===== src/rtl/sd_clock_divider_pkg.sv =====
// Shared types and helpers for the multi-channel sigma-delta clock divider.
// Holds the per-channel state encoding, the config record used for
// validity checks, and the default reset ratio (100 MHz -> 16 MHz).
package sd_clock_divider_pkg;

  // Per-channel phase state; clk_out is high only in ST_HIGH.
  typedef enum logic [1:0] {
    ST_IDLE = 2'd0,
    ST_HIGH = 2'd1,
    ST_LOW  = 2'd2
  } chan_state_e;

  // Config fields are carried zero-extended to this width for checking.
  localparam int CFG_FIELD_W = 32;

  typedef struct packed {
    logic [CFG_FIELD_W-1:0] half;
    logic [CFG_FIELD_W-1:0] num;
    logic [CFG_FIELD_W-1:0] den;
  } ratio_cfg_t;

  // Reset ratio: 3 + 1/8 input cycles per half-period.
  localparam int DEFAULT_RESET_HALF = 3;
  localparam int DEFAULT_RESET_NUM  = 1;
  localparam int DEFAULT_RESET_DEN  = 8;

  // A ratio is usable when the integer part is non-zero and the
  // fraction is a proper fraction with a non-zero denominator.
  function automatic logic cfg_is_valid(input ratio_cfg_t cfg);
    return (cfg.half != '0) && (cfg.den != '0) && (cfg.num < cfg.den);
  endfunction

endpackage


===== src/rtl/sd_clock_divider_chan.sv =====
// One output channel of the fractional clock divider: phase FSM,
// half-period down-counter, sigma accumulator and a one-deep shadow
// register for glitch-free ratio changes at rising-edge boundaries.
module sd_clock_divider_chan
  import sd_clock_divider_pkg::*;
#(
  parameter int HALF_W     = 16,
  parameter int FRAC_W     = 16,
  parameter int RESET_HALF = DEFAULT_RESET_HALF,
  parameter int RESET_NUM  = DEFAULT_RESET_NUM,
  parameter int RESET_DEN  = DEFAULT_RESET_DEN
) (
  input  logic              clk,
  input  logic              rst_n,
  input  logic              en,
  input  logic              sync,
  input  logic              wr,
  input  logic [HALF_W-1:0] wr_half,
  input  logic [FRAC_W-1:0] wr_num,
  input  logic [FRAC_W-1:0] wr_den,
  output logic              shadow_full,
  output logic              clk_out,
  output logic              rise_stb
);

  chan_state_e       state_reg, state_next;
  logic [HALF_W-1:0] cnt_reg, cnt_next;
  logic [FRAC_W-1:0] sigma_reg, sigma_next;
  logic [HALF_W-1:0] act_half_reg, act_half_next;
  logic [FRAC_W-1:0] act_num_reg, act_num_next;
  logic [FRAC_W-1:0] act_den_reg, act_den_next;
  logic [HALF_W-1:0] shd_half_reg, shd_half_next;
  logic [FRAC_W-1:0] shd_num_reg, shd_num_next;
  logic [FRAC_W-1:0] shd_den_reg, shd_den_next;
  logic              shd_full_reg, shd_full_next;
  logic              clk_out_reg;
  logic              rise_reg;

  // Transition decisions for this cycle.
  logic start_high, start_low, go_idle, count_down, idle_apply;
  logic apply_shadow, restart_sigma;

  // Phase-start arithmetic operands and results.
  logic [HALF_W-1:0] ph_half;
  logic [FRAC_W-1:0] ph_num, ph_den, ph_sigma_base;
  logic [FRAC_W:0]   ph_sum;
  logic              ph_ext;
  logic [FRAC_W-1:0] ph_sigma;
  logic [HALF_W-1:0] ph_cnt;

  // Decide what the channel does this cycle; sync overrides counter expiry.
  always_comb begin
    start_high = 1'b0;
    start_low  = 1'b0;
    go_idle    = 1'b0;
    count_down = 1'b0;
    idle_apply = 1'b0;
    if (sync && en) begin
      start_high = 1'b1;
    end else begin
      case (state_reg)
        ST_IDLE: begin
          if (en) begin
            start_high = 1'b1;
          end else begin
            go_idle    = 1'b1;
            idle_apply = shd_full_reg;
          end
        end
        ST_HIGH: begin
          // A dropped enable still lets the high phase run to completion.
          if (cnt_reg == '0) begin
            if (en) start_low = 1'b1;
            else    go_idle   = 1'b1;
          end else begin
            count_down = 1'b1;
          end
        end
        ST_LOW: begin
          if (!en)                 go_idle    = 1'b1;
          else if (cnt_reg == '0)  start_high = 1'b1;
          else                     count_down = 1'b1;
        end
        default: go_idle = 1'b1;
      endcase
    end
  end

  // Shadow moves to active on any rising-edge entry, or straight away when idle.
  assign apply_shadow  = shd_full_reg && (start_high || idle_apply);
  assign restart_sigma = apply_shadow || (sync && en);

  assign ph_half       = apply_shadow  ? shd_half_reg : act_half_reg;
  assign ph_num        = apply_shadow  ? shd_num_reg  : act_num_reg;
  assign ph_den        = apply_shadow  ? shd_den_reg  : act_den_reg;
  assign ph_sigma_base = restart_sigma ? '0 : sigma_reg;

  // One sigma-delta step: extend the phase by a cycle whenever the
  // accumulated fraction reaches a whole input cycle.
  assign ph_sum   = {1'b0, ph_sigma_base} + {1'b0, ph_num};
  assign ph_ext   = (ph_sum >= {1'b0, ph_den});
  assign ph_sigma = ph_ext ? (ph_sum[FRAC_W-1:0] - ph_den) : ph_sum[FRAC_W-1:0];
  assign ph_cnt   = ph_ext ? ph_half : (ph_half - HALF_W'(1));

  // Next-state values for FSM, counter, accumulator and ratio registers.
  always_comb begin
    state_next    = state_reg;
    cnt_next      = cnt_reg;
    sigma_next    = sigma_reg;
    act_half_next = act_half_reg;
    act_num_next  = act_num_reg;
    act_den_next  = act_den_reg;
    shd_half_next = shd_half_reg;
    shd_num_next  = shd_num_reg;
    shd_den_next  = shd_den_reg;
    shd_full_next = shd_full_reg;

    if (apply_shadow) begin
      act_half_next = shd_half_reg;
      act_num_next  = shd_num_reg;
      act_den_next  = shd_den_reg;
      shd_full_next = 1'b0;
    end
    // Writes only arrive while the shadow is empty, so they never collide
    // with an apply.
    if (wr) begin
      shd_half_next = wr_half;
      shd_num_next  = wr_num;
      shd_den_next  = wr_den;
      shd_full_next = 1'b1;
    end

    if (start_high) begin
      state_next = ST_HIGH;
      cnt_next   = ph_cnt;
      sigma_next = ph_sigma;
    end else if (start_low) begin
      state_next = ST_LOW;
      cnt_next   = ph_cnt;
      sigma_next = ph_sigma;
    end else if (go_idle) begin
      state_next = ST_IDLE;
      cnt_next   = '0;
      sigma_next = '0;
    end else if (count_down) begin
      cnt_next   = cnt_reg - HALF_W'(1);
    end
  end

  // State, ratio and registered output flops.
  always_ff @(posedge clk or negedge rst_n) begin
    if (!rst_n) begin
      state_reg    <= ST_IDLE;
      cnt_reg      <= '0;
      sigma_reg    <= '0;
      act_half_reg <= HALF_W'(RESET_HALF);
      act_num_reg  <= FRAC_W'(RESET_NUM);
      act_den_reg  <= FRAC_W'(RESET_DEN);
      shd_half_reg <= '0;
      shd_num_reg  <= '0;
      shd_den_reg  <= '0;
      shd_full_reg <= 1'b0;
      clk_out_reg  <= 1'b0;
      rise_reg     <= 1'b0;
    end else begin
      state_reg    <= state_next;
      cnt_reg      <= cnt_next;
      sigma_reg    <= sigma_next;
      act_half_reg <= act_half_next;
      act_num_reg  <= act_num_next;
      act_den_reg  <= act_den_next;
      shd_half_reg <= shd_half_next;
      shd_num_reg  <= shd_num_next;
      shd_den_reg  <= shd_den_next;
      shd_full_reg <= shd_full_next;
      clk_out_reg  <= (state_next == ST_HIGH);
      rise_reg     <= start_high;
    end
  end

  assign shadow_full = shd_full_reg;
  assign clk_out     = clk_out_reg;
  assign rise_stb    = rise_reg;

endmodule


===== src/rtl/sd_clock_divider_mc.sv =====
// Multi-channel fractional clock generator top level: reset synchroniser,
// config decode with per-channel ready, error pulse, channel array and
// optional global-clock buffering.
// Define SD_CLOCK_DIVIDER_CLKENA_EN to drive each clk_out bit through a
// Cyclone V clkena onto global routing; otherwise clk_out is the raw flop.
module sd_clock_divider_mc
  import sd_clock_divider_pkg::*;
#(
  parameter int CHANNELS   = 4,
  parameter int HALF_W     = 16,
  parameter int FRAC_W     = 16,
  parameter int RESET_HALF = DEFAULT_RESET_HALF,
  parameter int RESET_NUM  = DEFAULT_RESET_NUM,
  parameter int RESET_DEN  = DEFAULT_RESET_DEN,
  localparam int CHAN_W    = (CHANNELS > 1) ? $clog2(CHANNELS) : 1
) (
  input  logic                clk,
  input  logic                reset_n,
  input  logic                cfg_valid,
  output logic                cfg_ready,
  input  logic [CHAN_W-1:0]   cfg_chan,
  input  logic [HALF_W-1:0]   cfg_half,
  input  logic [FRAC_W-1:0]   cfg_num,
  input  logic [FRAC_W-1:0]   cfg_den,
  output logic                cfg_err,
  input  logic [CHANNELS-1:0] chan_en,
  input  logic                sync,
  output logic [CHANNELS-1:0] clk_out,
  output logic [CHANNELS-1:0] rise_stb
);

  logic [1:0]          rst_sync_reg;
  logic                rst_n_int;
  logic [CHANNELS-1:0] chan_hit;
  logic [CHANNELS-1:0] shadow_full;
  logic [CHANNELS-1:0] chan_wr;
  logic [CHANNELS-1:0] clk_raw;
  ratio_cfg_t          cfg_req;
  logic                cfg_fire;
  logic                cfg_ok;
  logic                cfg_err_reg;

  // Reset synchroniser: assert asynchronously, release on the clock.
  always_ff @(posedge clk or negedge reset_n) begin
    if (!reset_n) rst_sync_reg <= 2'b00;
    else          rst_sync_reg <= {rst_sync_reg[0], 1'b1};
  end

  assign rst_n_int = rst_sync_reg[1];

  // Widen the request fields so the shared validity check is width-agnostic.
  always_comb begin
    cfg_req      = '0;
    cfg_req.half = CFG_FIELD_W'(cfg_half);
    cfg_req.num  = CFG_FIELD_W'(cfg_num);
    cfg_req.den  = CFG_FIELD_W'(cfg_den);
  end

  // A channel index that matches no channel is treated as an invalid request.
  assign cfg_ready = ~|(chan_hit & shadow_full);
  assign cfg_fire  = cfg_valid & cfg_ready;
  assign cfg_ok    = cfg_is_valid(cfg_req) & (|chan_hit);

  // Rejected transfers complete but only raise a one-cycle error pulse.
  always_ff @(posedge clk or negedge rst_n_int) begin
    if (!rst_n_int) cfg_err_reg <= 1'b0;
    else            cfg_err_reg <= cfg_fire & ~cfg_ok;
  end

  assign cfg_err = cfg_err_reg;

  generate
    for (genvar gi = 0; gi < CHANNELS; gi++) begin : g_chan
      assign chan_hit[gi] = (cfg_chan == CHAN_W'(gi));
      assign chan_wr[gi]  = cfg_fire & cfg_ok & chan_hit[gi];

      sd_clock_divider_chan #(
        .HALF_W     (HALF_W),
        .FRAC_W     (FRAC_W),
        .RESET_HALF (RESET_HALF),
        .RESET_NUM  (RESET_NUM),
        .RESET_DEN  (RESET_DEN)
      ) u_chan (
        .clk         (clk),
        .rst_n       (rst_n_int),
        .en          (chan_en[gi]),
        .sync        (sync),
        .wr          (chan_wr[gi]),
        .wr_half     (cfg_half),
        .wr_num      (cfg_num),
        .wr_den      (cfg_den),
        .shadow_full (shadow_full[gi]),
        .clk_out     (clk_raw[gi]),
        .rise_stb    (rise_stb[gi])
      );
    end
  endgenerate

`ifdef SD_CLOCK_DIVIDER_CLKENA_EN
  generate
    for (genvar gi = 0; gi < CHANNELS; gi++) begin : g_clkena
      cyclonev_clkena #(
        .clock_type        ("Auto"),
        .ena_register_mode ("always enabled")
      ) u_clkena (
        .inclk  (clk_raw[gi]),
        .ena    (1'b1),
        .outclk (clk_out[gi])
      );
    end
  endgenerate
`else
  assign clk_out = clk_raw;
`endif

endmodule

===== config.mk =====
export PLATFORM = sky130hd
export DESIGN_NAME = sd_clock_divider_mc
export DESIGN_NICKNAME = d
export VERILOG_FILES = /design/src/rtl/sd_clock_divider_pkg.sv /design/src/rtl/sd_clock_divider_chan.sv /design/src/rtl/sd_clock_divider_mc.sv
export SDC_FILE = /design/constraint.sdc
export NUM_CORES = 1
export LEC_CHECK = 0
export CORE_MARGIN = 2
export CORE_UTILIZATION = 63
export CTS_CLUSTER_SIZE = 30
export DETAILED_ROUTE_END_ITERATION = 16
export PLACE_DENSITY = 0.78
export SLEW_MARGIN = 25
export SYNTH_ARGS = -nofsm -noshare
export SYNTH_HDL_FRONTEND = slang
export SYNTH_HIERARCHICAL = 1
export SYNTH_SLANG_ARGS = --single-unit
export TNS_END_PERCENT = 1

===== constraint.sdc =====
create_clock -name clk -period 20.7 [get_ports clk]
set_clock_uncertainty 0.15 [all_clocks]
set_input_delay 3.105 -clock clk [delete_from_list [all_inputs] [get_ports clk]]
set_output_delay 3.105 -clock clk [all_outputs]
set_load 0.01 [all_outputs]

After elaboration in Yosys (flattened, before gate mapping). Cells that the tools add are included.

Logic and storage cells: 292. Input port bits: 58. Output and inout port bits: 10. Bits in registers: 535.

Equal/unequal tests: 15. Add/sub/neg operators: 16. Mux-type cells: 148. Bitwise gates (word level): 10. Magnitude comparators: 5. Reductions and logical operators: 48.

Operators by type and width (number): 16-bit 2-to-1 mux (52); 16-bit by 1-bit subtractor with 16-bit output, second input constant (8); 1-bit 2-to-1 mux (72); 16-bit by 16-bit adder with 17-bit output (4); 17-bit by 16-bit greater-or-equal comparator with 1-bit output (4); 16-bit zero test (4); 32-bit nonzero test (2); 16-bit subtractor (4); 2-bit 2-to-1 mux (12); 1-bit case mux with 2 select lines (12); 2-bit by 1-bit equality test with 1-bit output, second input constant (9); 16-bit less-than comparator (1); 4-bit nonzero test (4); 2-bit equality test, second input constant (6); 3-bit nonzero test (4); 1-bit logical AND (10); 2-bit zero test (5); 1-bit bitwise AND (8); 1-bit logical OR (8); 2-bit nonzero test (4); 2-bit OR reduction (4); 4-bit OR reduction (2); 4-bit bitwise AND (1); 1-bit zero test (1); 1-bit inverter (1).

Logic depth before layout (Yosys ltp).
Depth in word-level cells: 14. Mapped depth: 30. Mapped depth without buffers: 24.

Cells and area by module. Netlist, hierarchy kept.

By module, submodules not included: sd_clock_divider_chan (g_chan[0].u_chan ...) (area an instance 7679.9 µm², cells an instance 728, instances 2); sd_clock_divider_chan (g_chan[3].u_chan) (area an instance 7629.8 µm², cells an instance 710, instances 1); sd_clock_divider_chan (g_chan[2].u_chan) (area an instance 7609.8 µm², cells an instance 714, instances 1); sd_clock_divider_mc (area an instance 600.6 µm², cells an instance 79, instances 1).

Worst setup path before layout. OpenSTA, ideal clock, no wires.

Path kind: input-to-reg. Start point: in chan_en[0]. End point: reg g_chan[0].u_chan.cnt_reg[13]. Buffers on the path: 3. Library setup time: 0.087 ns. Arrival time: 8.767 ns. Setup slack: 11.697 ns. Stages: 22. Cell sequence: clkbuf_1 > a21oi_1 > o21ai_4 > nand2_4 > clkbuf_1 > clkbuf_1 > mux2_2 > ha_1 > o21ai_1 > a221oi_1 > a2111oi_0 > nor2_1 > xnor2_1 > ha_1 > and4_1 > and2_1 > a22oi_1 > o21ai_1 > o31ai_2 > or3b_1 > or4b_1 > o211ai_1.

Cells in the longest elaborated chain, start to end: 12.

RTL lines: start: declaration (RTL line sd_clock_divider_mc.sv:26) `input logic [CHANNELS-1:0] chan_en,`; 1-bit 2-to-1 mux, on equally long branches (RTL line sd_clock_divider_chan.sv:80, sd_clock_divider_chan.sv:63, sd_clock_divider_chan.sv:73); 1-bit case mux with 2 select lines or 1-bit 2-to-1 mux (tied branches) (RTL line sd_clock_divider_chan.sv:61) `case (state_reg)`; 1-bit 2-to-1 mux (RTL line sd_clock_divider_chan.sv:58) `if (sync && en) begin`; 1-bit logical OR (RTL line sd_clock_divider_chan.sv:90) `assign apply_shadow = shd_full_reg && (start_high || idle_apply);`; 1-bit logical AND (RTL line sd_clock_divider_chan.sv:90); 1-bit logical OR (RTL line sd_clock_divider_chan.sv:91) `assign restart_sigma = apply_shadow || (sync && en);`; 16-bit 2-to-1 mux (RTL line sd_clock_divider_chan.sv:96) `assign ph_sigma_base = restart_sigma ? '0 : sigma_reg;`; 16-bit by 16-bit adder with 17-bit output (RTL line sd_clock_divider_chan.sv:100) `assign ph_sum = {1'b0, ph_sigma_base} + {1'b0, ph_num};`; 17-bit by 16-bit greater-or-equal comparator with 1-bit output (RTL line sd_clock_divider_chan.sv:101) `assign ph_ext = (ph_sum >= {1'b0, ph_den});`; 16-bit 2-to-1 mux (RTL line sd_clock_divider_chan.sv:103) `assign ph_cnt = ph_ext ? ph_half : (ph_half - HALF_W'(1));`; 16-bit 2-to-1 mux (RTL line sd_clock_divider_chan.sv:137) `end else if (start_low) begin`; 16-bit 2-to-1 mux (RTL line sd_clock_divider_chan.sv:133) `if (start_high) begin`; end signal: assignment (RTL line sd_clock_divider_chan.sv:167) `cnt_reg <= cnt_next;`; end: declaration (RTL line sd_clock_divider_chan.sv:27) `logic [HALF_W-1:0] cnt_reg, cnt_next;`.

Several ways; a longest one is shown, not always the timed one. A chain may end at the register's enable or synchronous reset.

Worst setup path after layout.
Start point: in sync. End point: reg g_chan[2].u_chan.sigma_reg[4].

Cells in the longest elaborated chain, start to end: 11.

RTL lines: start: declaration (RTL line sd_clock_divider_mc.sv:27) `input logic sync,`; 1-bit logical AND * (RTL line sd_clock_divider_chan.sv:58, sd_clock_divider_chan.sv:91); 1-bit 2-to-1 mux (RTL line sd_clock_divider_chan.sv:58); 1-bit logical OR (RTL line sd_clock_divider_chan.sv:90); 1-bit logical AND (RTL line sd_clock_divider_chan.sv:90); 1-bit logical OR (RTL line sd_clock_divider_chan.sv:91); 16-bit 2-to-1 mux (RTL line sd_clock_divider_chan.sv:96); 16-bit by 16-bit adder with 17-bit output (RTL line sd_clock_divider_chan.sv:100); 16-bit subtractor or 17-bit by 16-bit greater-or-equal comparator with 1-bit output (tied branches) (RTL line sd_clock_divider_chan.sv:102, sd_clock_divider_chan.sv:101); 16-bit 2-to-1 mux (RTL line sd_clock_divider_chan.sv:102) `assign ph_sigma = ph_ext ? (ph_sum[FRAC_W-1:0] - ph_den) : ph_sum[FRAC_W-1:0];`; 16-bit 2-to-1 mux (RTL line sd_clock_divider_chan.sv:137); 16-bit 2-to-1 mux (RTL line sd_clock_divider_chan.sv:133); end signal: assignment (RTL line sd_clock_divider_chan.sv:168) `sigma_reg <= sigma_next;`; end: declaration (RTL line sd_clock_divider_chan.sv:28) `logic [FRAC_W-1:0] sigma_reg, sigma_next;`.

Mark *: on every way between the ends. The rest lies on a longest branch, timed or not.

==> results.tsv <==
metric	value	unit
r2r_end	g_chan[2].u_chan/sigma_reg[4]	
drv_cap	0	
fin_area	0.0345	mm²
seq_area_frac_synth	43.0	%
chipHeight	227	µm
worstSetupPathType	input port to flop	
hold_violations	0	
post_cts_buffers	0	
r2r_start	g_chan[2].u_chan/cnt_reg[0]	
fmax	0.0987	GHz
layout-drive-gt1-share	16.9	%
fillerInstances	3508	
yosysTopAreaCellShare	41.6	%
finalSetupViolations	0	
cts_resized	0	
tns	0	ns
hold_depth	0	
io_pins	68	
ant_nets	0	
yosys_warnings	6	
viasPerCell	6.39	
reg2regPathDepth	26	
final_cell_mix	518 x dfrtp_1, 306 x mux2_2, 189 x nand2_1, 171 x ha_1, 155 x inv_1	
final_nets	3247	
area_growth	10.5	%
synth_edf_count	0	
start_kind	input port	
setup_ws	10.57	ns
end_kind	flop	
min_to	rst_sync_reg[1]	
htreeDepth	2	
yosysTopAreaCell	dfrtp_1	
clk_latency	0.62	ns
cp.arrival	10.48	ns
dp_hpwl	57200	µm
async_flop_share	100	%
netlist_instances	2959	
cts.sinks	535	
cts_tree	yes	
dieWidth	227	µm
postCtsHoldBufs	0	
track_usage	32.8	%
detailedRoute.firstPassIterationCount	6	
placed_area	0.0325	mm²
maxSlewViolCount	0	
drt_first_iter_violations	2178	
clk_transition_reported_paths	0.06	ns
place_inst	3615	
die_area	0.0513	mm²
final_cells	3720	
yosysUniqueCellTypes	100	
tightest_slew	1.02	ns
rsz0062_at_grt	no	
syn_nets	3196	
fp-row-count	81	
outcome	complete, no violations	
grt_pass1_wl	131000	µm
grt_max_degree	172	
drc	0	
grt_pass1_vias	23897	
rrSetupSlack	12.44	ns
cts_buffers	56	
design.core.area	0.0490	mm²
min-delay-start	rst_sync_reg[0]	
syn_avg_cell_area	10.5	µm²
dpl_worst_slack	10.11	ns
port_buffers	67	
clock_tree.buffer_depth	3	
syn_area	0.0312	mm²
grt_remaining_overflow	0	
synth-main-ff-cell	dfrtp_1	
timing.final.crit_share	49.0	%
place.gp.congestion	0.958	
synth_area_leaders	dfrtp_1 42%, mux2_2 11%, ha_1 6.9%, mux2i_1 3.8%, xnor2_1 3.3%	
vias	23766	
wl	82800	µm
post_drt_wl_per_cell	22.3	µm
layout_commonest_cell	dfrtp_1	
crit_fanout	53	
start_util	63.7	%
antenna_found_initial	2	
ys_seq_elements	535	
worstPathRequired	21.05	ns
cts_root_buffer	clkbuf_16	
slew_headroom	32.0	%
cp-startpoint	sync	
period_needed	10.13	ns
hold_class	flop to flop	
==> per-stage QoR <==
step                utilization (%)  hold slack (ns)
floorplan                         -            0.181
global placement               66.4            0.188
detailed placement             66.4            0.189
CTS                            70.3            0.203
global route                   70.4            0.218
finish                         70.4            0.199
==> layer usage <==
metal | wire [µm] | track usage (%) | part of all wire, %
met1 | 34700 | 43.7 | 42
met2 | 38900 | 53.5 | 47
met3 | 5580 | 5.88 | 6.7
met4 | 3550 | 12.7 | 4.3
met5 | 13 | 0 | 0.016
==> critical path, cell delays in order <==
cell	delay, ns
clkdlybuf4s50_1	0.46
buf_4	0.29
and2_1	0.26
o21ai_1	0.12
o21ai_4	0.28
buf_4	0.64
nor2_1	0.08
buf_4	0.21
and2_1	0.18
ha_1	0.22
fa_1	0.44
a211oi_1	0.27
o21ai_1	0.19
o31ai_2	0.34
o21bai_1	0.11
a21oi_1	0.19
xnor2_1	0.18
ha_1	0.33
a21o_1	0.19
nand2_1	0.08
a21oi_1	0.09
or3_1	0.33
o221ai_2	0.63
nand2_1	0.63
mux2_2	0.45
a22o_1	0.18
==> final cells by class <==
class	instances	area, µm²	share of cell area, %
clock inverter	22	274	0.795
tap	664	831	2.41
antenna	2	5.00	0.0145
sequential	535	13400	38.9
multi-input combinational	2162	16800	48.7
clock buffer	80	1630	4.74
timing repair buffer	100	951	2.76
inverter	155	582	1.69
==> cell usage after synthesis, types with 66 or more instances <==
cell type	n
nand3_1	83
nand2_1	190
nor2_1	133
xnor2_1	119
o21ai_0	117
ha_1	171
mux2_2	306
inv_1	155
dfrtp_1	519
mux2i_1	120
xor2_1	66
a21oi_1	141
==> worst max path at each step <==
| stage | end | slack, ns | cells after the start |
|---|---|---|---|
| detailed placement | g_chan[2].u_chan/sigma_reg[4] | 10.11 | 26 |
| global placement | g_chan[2].u_chan/sigma_reg[4] | 10.28 | 26 |
| global route | g_chan[2].u_chan/sigma_reg[4] | 10.15 | 26 |
| CTS | g_chan[1].u_chan/sigma_reg[6] | 10.66 | 22 |
| finish | g_chan[2].u_chan/sigma_reg[4] | 10.57 | 26 |
| floorplan | cfg_err | 4.56 | 0 |
==> logic make-up (layout without fill, tap and decap cells) <==
kind of cell	Yosys count	in the layout	share of synthesized area [%]
AND/OR/NAND/NOR	796	796	13.7
AO/OA/AOI/OAI	571	571	12.3
flip-flops	535	535	43.0
multiplexers	430	430	15.1
buffers and inverters	262	357	3.42
XOR/XNOR	185	185	5.19
adder cells (fa/ha/maj)	179	179	7.37
other	1	3	0.0120
Power is not shown: default switching activity piles up to over one toggle a cycle in this logic, so the estimate is an artifact.
